**src/rtl/aes_mode_pkg.sv**
```systemverilog
// Shared types and key-length helpers for the AES decryption mode controller.
package aes_mode_pkg;

    typedef enum logic [1:0] {
        MODE_ECB = 2'b00,
        MODE_CBC = 2'b01
    } mode_e;

    typedef enum logic [2:0] {
        IDLE,
        KEYLD,
        RUN,
        ISSUE,
        WAIT,
        OUT
    } state_e;

    localparam logic [1:0] KLEN_128 = 2'd0;
    localparam logic [1:0] KLEN_192 = 2'd1;
    localparam logic [1:0] KLEN_256 = 2'd2;

    function automatic logic [1:0] klen_of(input int key_bits);
        case (key_bits)
            128:     return KLEN_128;
            192:     return KLEN_192;
            default: return KLEN_256;
        endcase
    endfunction

endpackage

```
**src/rtl/aes_blk_fifo.sv**
```systemverilog
// Show-ahead synchronous FIFO holding {ciphertext, last} entries; flags are registered.
module aes_blk_fifo #(
    parameter int DEPTH = 4,
    parameter int WIDTH = 129
) (
    input  logic             clk,
    input  logic             reset,
    input  logic             push,
    input  logic [WIDTH-1:0] wdata,
    input  logic             pop,
    output logic [WIDTH-1:0] rdata,
    output logic             full,
    output logic             empty
);

    localparam int AW = $clog2(DEPTH);
    localparam logic [AW-1:0] ONE = AW'(1);

    logic [WIDTH-1:0] mem [DEPTH];
    logic [AW-1:0]    wr_ptr;
    logic [AW-1:0]    rd_ptr;
    logic             push_ok;
    logic             pop_ok;

    assign push_ok = push && !full;
    assign pop_ok  = pop && !empty;
    assign rdata   = mem[rd_ptr];

    // NOTE: storage has no reset; the pointers and flags alone define which entries are valid.
    always_ff @(posedge clk) begin
        if (push_ok) mem[wr_ptr] <= wdata;
    end

    always_ff @(posedge clk or posedge reset) begin
        if (reset) begin
            wr_ptr <= '0;
            rd_ptr <= '0;
            full   <= 1'b0;
            empty  <= 1'b1;
        end else begin
            if (push_ok) wr_ptr <= wr_ptr + ONE;
            if (pop_ok)  rd_ptr <= rd_ptr + ONE;
            if (push_ok && !pop_ok) begin
                empty <= 1'b0;
                full  <= (wr_ptr + ONE) == rd_ptr;
            end else if (pop_ok && !push_ok) begin
                full  <= 1'b0;
                empty <= (rd_ptr + ONE) == wr_ptr;
            end
        end
    end

endmodule

```
**src/rtl/aes_mode_ctrl.sv**
```systemverilog
// ECB/CBC chaining and flow-control front end for the AES decryption core.
module aes_mode_ctrl
    import aes_mode_pkg::*;
#(
    parameter int DEPTH    = 4,
    parameter int KEY_BITS = 256
) (
    input  logic                clk,
    input  logic                reset,
    input  logic                enable_i,
    input  logic [KEY_BITS-1:0] k_i,
    input  logic                kvalid_i,
    output logic                key_ready_o,
    input  logic [1:0]          mode_i,
    input  logic [127:0]        iv_i,
    input  logic                start_i,
    input  logic [127:0]        c_i,
    input  logic                clast_i,
    input  logic                cvalid_i,
    output logic                cready_o,
    output logic [127:0]        plain_o,
    output logic                plast_o,
    output logic                pvalid_o,
    input  logic                pready_i,
    output logic                busy_o,
    output logic                err_o,
    output logic [255:0]        core_k_o,
    output logic [1:0]          core_klen_o,
    output logic                core_kvalid_o,
    input  logic                core_kready_i,
    output logic [127:0]        core_blk_o,
    output logic                core_bvalid_o,
    input  logic                core_bready_i,
    input  logic [127:0]        core_res_i,
    input  logic                core_rvalid_i
);

    state_e        state;
    state_e        state_nx;
    mode_e         mode_q;
    logic          key_loaded;
    logic          last_in;
    logic [127:0]  chain;
    logic [127:0]  cur_c;
    logic          cur_last;

    logic          act;
    logic          busy;
    logic          key_fire;
    logic          kload_done;
    logic          blk_fire;
    logic          res_fire;
    logic          out_fire;
    logic          push;
    logic          pop;
    logic          start_ok;
    logic          err_nx;

    logic          fifo_full;
    logic          fifo_empty;
    logic [128:0]  fifo_rd;

    // Handshake outputs read 0 while stalled or while reset is held.
    assign act  = enable_i && !reset;
    assign busy = state inside {RUN, ISSUE, WAIT, OUT};

    assign key_ready_o   = act && (state == IDLE);
    assign core_kvalid_o = act && (state == KEYLD);
    assign core_bvalid_o = act && (state == ISSUE);
    assign pvalid_o      = act && (state == OUT);
    assign cready_o      = act && busy && !fifo_full && !last_in;
    assign busy_o        = busy;
    assign core_blk_o    = cur_c;

    assign key_fire   = key_ready_o && kvalid_i;
    assign kload_done = core_kvalid_o && core_kready_i;
    assign blk_fire   = core_bvalid_o && core_bready_i;
    assign out_fire   = pvalid_o && pready_i;
    assign push       = cready_o && cvalid_i;
    assign pop        = act && (state == RUN) && !fifo_empty;
    assign res_fire   = act && (state == WAIT) && core_rvalid_i;

    // A simultaneous key transfer takes priority over start.
    assign start_ok = key_ready_o && start_i && !kvalid_i && key_loaded && !mode_i[1];
    assign err_nx   = act && ((start_i && !start_ok) || (core_rvalid_i && state != WAIT));

    aes_blk_fifo #(
        .DEPTH (DEPTH),
        .WIDTH (129)
    ) u_fifo (
        .clk   (clk),
        .reset (reset),
        .push  (push),
        .wdata ({c_i, clast_i}),
        .pop   (pop),
        .rdata (fifo_rd),
        .full  (fifo_full),
        .empty (fifo_empty)
    );

    // NOTE: sequential state uses non-blocking assignments so every register samples pre-edge values.
    always_ff @(posedge clk or posedge reset) begin
        if (reset) state <= IDLE;
        else       state <= state_nx;
    end

    // NOTE: state_nx gets its default first so no path through the case infers a latch.
    always_comb begin
        state_nx = state;
        case (state)
            IDLE:    if (key_fire) state_nx = KEYLD;
                     else if (start_ok) state_nx = RUN;
            KEYLD:   if (kload_done) state_nx = IDLE;
            RUN:     if (pop) state_nx = ISSUE;
            ISSUE:   if (blk_fire) state_nx = WAIT;
            WAIT:    if (res_fire) state_nx = OUT;
            OUT:     if (out_fire) state_nx = plast_o ? IDLE : RUN;
            default: state_nx = IDLE;
        endcase
    end

    always_ff @(posedge clk or posedge reset) begin
        if (reset) begin
            err_o       <= 1'b0;
            core_k_o    <= '0;
            core_klen_o <= '0;
            key_loaded  <= 1'b0;
            mode_q      <= MODE_ECB;
            chain       <= '0;
            last_in     <= 1'b0;
            cur_c       <= '0;
            cur_last    <= 1'b0;
            plain_o     <= '0;
            plast_o     <= 1'b0;
        end else begin
            err_o <= err_nx;
            if (key_fire) begin
                core_k_o    <= 256'(k_i) << (256 - KEY_BITS);
                core_klen_o <= klen_of(KEY_BITS);
                key_loaded  <= 1'b0;
            end
            if (kload_done) key_loaded <= 1'b1;
            if (start_ok) begin
                mode_q  <= mode_e'(mode_i);
                chain   <= (mode_i == MODE_CBC) ? iv_i : '0;
                last_in <= 1'b0;
            end
            // Once the final block is in, the message accepts nothing further.
            if (push && clast_i) last_in <= 1'b1;
            if (pop) begin
                cur_c    <= fifo_rd[128:1];
                cur_last <= fifo_rd[0];
            end
            if (res_fire) begin
                plain_o <= core_res_i ^ chain;
                plast_o <= cur_last;
                chain   <= (mode_q == MODE_CBC) ? cur_c : '0;
            end
        end
    end

endmodule

```
**config.mk**
```make
export PLATFORM = sky130hd
export DESIGN_NAME = aes_mode_ctrl
export DESIGN_NICKNAME = d
export VERILOG_FILES = /design/src/rtl/aes_mode_pkg.sv /design/src/rtl/aes_blk_fifo.sv /design/src/rtl/aes_mode_ctrl.sv
export SDC_FILE = /design/constraint.sdc
export NUM_CORES = 2
export LEC_CHECK = 0
export CAP_MARGIN = 40
export CORE_AREA = 2 2 452 454
export CTS_BUF_LIST = sky130_fd_sc_hd__clkbuf_8 sky130_fd_sc_hd__clkbuf_16
export DETAILED_ROUTE_END_ITERATION = 7
export DIE_AREA = 0 0 454 456
export GPL_ROUTABILITY_DRIVEN = 0
export HOLD_SLACK_MARGIN = 0.15
export PLACE_DENSITY = 0.5
export SYNTH_ARGS = -nofsm -noshare
export SYNTH_HDL_FRONTEND = slang
export SYNTH_SLANG_ARGS = --single-unit
```
**constraint.sdc**
```tcl
create_clock -name clk -period 47.8 [get_ports clk]
set_input_delay 9.56 -clock clk [delete_from_list [all_inputs] [get_ports clk]]
set_output_delay 9.56 -clock clk [all_outputs]
set_load 0.1 [all_outputs]
```
Yosys cells after proc, flatten, opt, wreduce, memory -nomap -nowiden
Memory sizes are Yosys's and may differ from the RTL's. A register that Yosys moved wholly into a read port is not among the register bits.
Cells that the tools add are included.

storage, ports and cells
  memories = 1
  flip-flop bits (word level) = 528
  bits in writable memories = 516
  output and inout bits = 522

memories
  memory      depth  width  rd ports  clocked after Yosys merged registers in  wr ports  RTL line            RTL
  u_fifo.mem  4      129    1         1                                        1         aes_blk_fifo.sv:19  logic [WIDTH-1:0] mem [DEPTH];

cells by class
  bitwise gates (word level) = 1
  muxes and demuxes = 23
  reduce and logical (&&, ||, !) cells = 46
  add/subtract/negate cells = 2
  equality and inequality tests = 16

operator list
  kind                                                   number
  two-way mux 128 bit                                    4
  XOR 128 bit                                            1
  logical AND 1 bit                                      29
  two-way mux 3 bit                                      7
  one-hot mux 3 bit (6 select lines)                     1
  two-way mux 1 bit                                      10
  zero test 1 bit                                        9
  inequality test 2 bit, second input constant           4
  nonzero test 2 bit                                     4
  equality test 3 x 2 -> 1 bit, second input constant    2
  equality test 3 bit, second input constant             2
  inequality test 3 bit, second input constant           2
  AND reduction 6 bit                                    1
  adder 2 x 1 -> 2 bit, second input constant            2
  equality test 2 x 1 -> 1 bit, second input constant    2
  equality test 2 bit                                    2
  nonzero test 4 bit                                     1
  equality test 3 x 1 -> 1 bit, second input constant    1
  zero test 3 bit                                        1
  two-way mux 2 bit                                      1
  inequality test 2 x 1 -> 1 bit, second input constant  1
  logical OR 1 bit                                       1

Depth between registers and ports, before layout
  word-level depth = 11
  gate-level depth with buffers = 9

Cells and area by module
From an unflattened synthesis, not the netlist that was laid out.

second synthesis, totals
  cell total of the unflattened synthesis = 2569
  area, all modules = 45926.5 um2

modules (own cells, without submodules)
  module         area each (um2)  seq. area each (um2)  cells each  times used
  aes_mode_ctrl  26943.3          16290.6               1857        1
  aes_blk_fifo   18983.2          15646.3               712         1

Least setup slack after synthesis
Ideal clock, no wire load.

  path kind = input-to-output
  start = in reset
  end = out core_kvalid_o
  required time = 38.240 ns
  data arrival time = 12.940 ns
  buffers on the path = 1
  slack = 25.300 ns
  stages on the path = 3
  path through = nand2b_1 -> buf_2 -> nor4b_1

on the way
  longest elaborated chain between the ends = 3

RTL lines
  what                       RTL line             RTL
  start, declared            aes_mode_ctrl.sv:9   input logic reset,
  zero test 1 bit (no line)  --
  logical AND 1 bit          aes_mode_ctrl.sv:64  assign act = enable_i && !reset;
  logical AND 1 bit          aes_mode_ctrl.sv:68  assign core_kvalid_o = act && (state == KEYLD);
  end, declared              aes_mode_ctrl.sv:29  output logic core_kvalid_o,

Every way passes these cells.

Worst setup path after layout
  start = in reset
  end = out core_bvalid_o

on the way
  longest elaborated chain between the ends = 3

RTL lines
  what                       RTL line             RTL
  zero test 1 bit (no line)  --
  logical AND 1 bit          aes_mode_ctrl.sv:64
  logical AND 1 bit          aes_mode_ctrl.sv:69  assign core_bvalid_o = act && (state == ISSUE);
  end, declared              aes_mode_ctrl.sv:32  output logic core_bvalid_o,

Every way passes these cells.

==> metrics.md <==
| Metric | Value |
|---|---|
| Status | completed |
| DRC viols | 0 |
| Synth area leader | dfrtp_1 |
| Max cap viols | 0 |
| End of the worst register-to-register path | chain[5] |
| Die H | 456 µm |
| Crit start category | input pin |
| Crit path required time | 38.24 ns |
| Worst slew pin tran | 1.12 ns |
| Crit. End Element | primary output |
| GRT overflow | 0 |
| Sink Count | 1173 |
| IO Port Bufs | 1173 |
| Clock skew | 0.0302 ns |
| Initial antenna violation count | 100 |
| DR vias/cell | 4.18 |
| HPWL Detailed | 133000 µm |
| Syn Std Cell Area | 0.0448 mm² |
| Drt initial violations | 1871 |
| Core ar. | 0.202 mm² |
| IO Count | 1175 |
| Synthesized flop and latch total | 1173 |
| Die ar. | 0.207 mm² |
| Synth cell types | 42 |
| Wire length per cell | 24.4 µm |
| Wirelength, routed | 177000 µm |
| Final #Nets | 5064 |
| Total negative slack | 0 ns |
| Final std cells w/o fill | 7244 |
| Cell count after synthesis | 2704 |
| Setup repair bufs after CTS | 0 |
| Final Max Slew Viols | 0 |
| Most numerous cell in the Yosys netlist | dfrtp_1 |
| Fillers | 18.5k |
| Tmin final | 21.63 ns |
| CTS tree | built |
| Hold_buf cts | 0 |
| Yosys Warn Count | 0 |
| WS Path Type | input pin to primary output |
| PD cells | 82.8 mW/mm² |
| Antenna-violating nets left | 0 |
| Final Hold Fails | 0 |
| Via count | 30.3k |
| Setup violators final | 0 |
| DP Cell Count | 6936 |
| Max VDD drop | 0.0540 mV |
| Syn Nets | 3362 |
| Ranking of synthesized cells by area | dfrtp_1 37%, edfxtp_1 35%, mux2_2 9.7% |
| Slew margin rel. | 0.251 |
| Largest net degree at the start of global routing | 160 |
| Worst hold slack | 0.477 ns |
| R2r setup slk | 44.24 ns |
| Count of flip-flops with a built-in enable after synthesis | 516 |
| CTS-repair resized insts | 0 |
| Avg Inst Size Synth | 16.6 µm² |
| Worst-case clock buffer depth | 3 |
| Area Growth Syn to Fin | 69.5% |
| Skew-Pair Late Insertion Delay | 0.77 ns |
| Final period util | 0.452 |
| Die X | 454 µm |
| Number of buffers created by CTS | 140 |
| TritonRoute pass-1 iters | 5 |
| Worst setup path end | core_bvalid_o |
| Seq/Total Area, Yosys | 0.712 |
| FFs w/ async S/R, synth | 0.560 |
| Critical Path Fanout Max | 10 |
| Max frequency | 0.0462 GHz |
| Share of cells above drive strength 1 | 0.293 |
| CTS clk-pin slew, worst paths | 0.06 ns |
| Vias in the first global route | 31.9k |
| Total Power | 6.29 mW |
| Ys flop type | dfrtp_1 |
| Leakage Power | 29.4 nW |
| Path depth of the worst reg2reg path | 6 |
| RSZ-0062 raised after global routing | false |
| Num rows | 165 |
| Min-delay worst type | flop to flop |
| First-pass GRT wire length | 246000 µm |
| Clk root buf | clkbuf_16 |
| Commonest cells in the netlist | 656 x dfrtp_1, 516 x edfxtp_1, 387 x mux2_2 |
| Worst Setup SP | reset |
| Synth top area share | 0.366 |
| Initial Util | 0.222 |
| H-tree Lvls | 4 |
| GRT Util Overall | 0.167 |
| Crit path DAT | 12.07 ns |
| R2R Path Start | state[1] |
critical path: stages:
cell             delay [ns]
clkdlybuf4s50_1        0.57
nand2b_1               0.55
nor2_1                 0.38
and3_1                 0.25
clkdlybuf4s50_1        0.53
buf_8                  0.20
worst min-delay path by stage:
stage | from | end | slack (ns) | cells past startpoint
2_1_floorplan | cur_last | plast_o | 0.43 | 2
3_3_place_gp | core_klen_o[1] | core_klen_o[1] | 0.45 | 1
3_5_place_dp | core_klen_o[1] | core_klen_o[1] | 0.46 | 1
4_1_cts | core_klen_o[1] | core_klen_o[1] | 0.48 | 1
5_1_grt | plain_o[89] | plain_o[89] | 0.50 | 2
6_report | plain_o[102] | plain_o[102] | 0.48 | 2
through the flow:
step	area, µm²	worst slack [ns]	utilization
final	76000	26.17	0.377
after global routing	76000	26.02	0.377
after CTS	75900	26.06	0.376
after detailed placement	71100	26.07	0.353
after global placement	59500	25.64	0.295
after floorplan	44800	19.83	-
power breakdown:
| part | internal [mW] | leakage (nW) | switching [mW] |
|---|---|---|---|
| logic | 1.51 | 14.2 | 2.14 |
| registers | 1.33 | 12.7 | 0.227 |
| clock network | 0.643 | 2.44 | 0.448 |
state kept, by name, indices dropped and copies added (netlist names), 2 cells and up:
signal         count
chain            128
core_k_o         256
plain_o          128
u_fifo.mem       516
u_fifo.rd_ptr      2
state              3
core_blk_o       128
u_fifo.wr_ptr      2
mode_q             2
routing by layer:
layer  wire length (µm)  track usage
met1              62500        0.175
met2              97500        0.313
met3               9200       0.0378
met4               7280       0.0758
met5                 98            0
cell families (layout without fill, tap and decap cells):
family,Yosys count,in the layout,synth area share
flip-flops,1173,1173,0.712
multiplexers,518,518,0.163
AO/OA/AOI/OAI,399,399,0.0522
AND/OR/NAND/NOR,303,303,0.0271
buffers and inverters,170,1986,0.0178
XOR/XNOR,135,135,0.0264
adder cells (fa/ha/maj),5,5,0.00140
other,1,53,0.0000836
cell type report:
cell class	count	area, µm²	share of cell area
sequential	1173	31900	0.420
multi-input combinational	1361	12200	0.160
timing repair buffer	1722	23600	0.311
tap	2672	3340	0.0440
inverter	8	37.5	0.000494
clock buffer	167	3910	0.0514
clock inverter	89	866	0.0114
antenna	52	130	0.00171
cell usage in the layout (no fill, tap or decap), types with 5 or more instances in the layout:
cell type,instances
clkinv_1,13
inv_1,32
inv_16,7
clkdlybuf4s50_1,1147
edfxtp_1,516
nor2_1,139
dfrtp_1,654
a22oi_1,130
buf_8,197
buf_4,60
a21oi_1,132
nand2_1,137
diode_2,52
buf_16,313
mux2_2,387
o21ai_0,131
buf_12,5
xnor2_1,132
clkinv_2,21
mux4_2,130
bufinv_16,10
clkbuf_8,24
ha_1,5
clkbuf_16,143
Power figures use the tool's default switching activity.
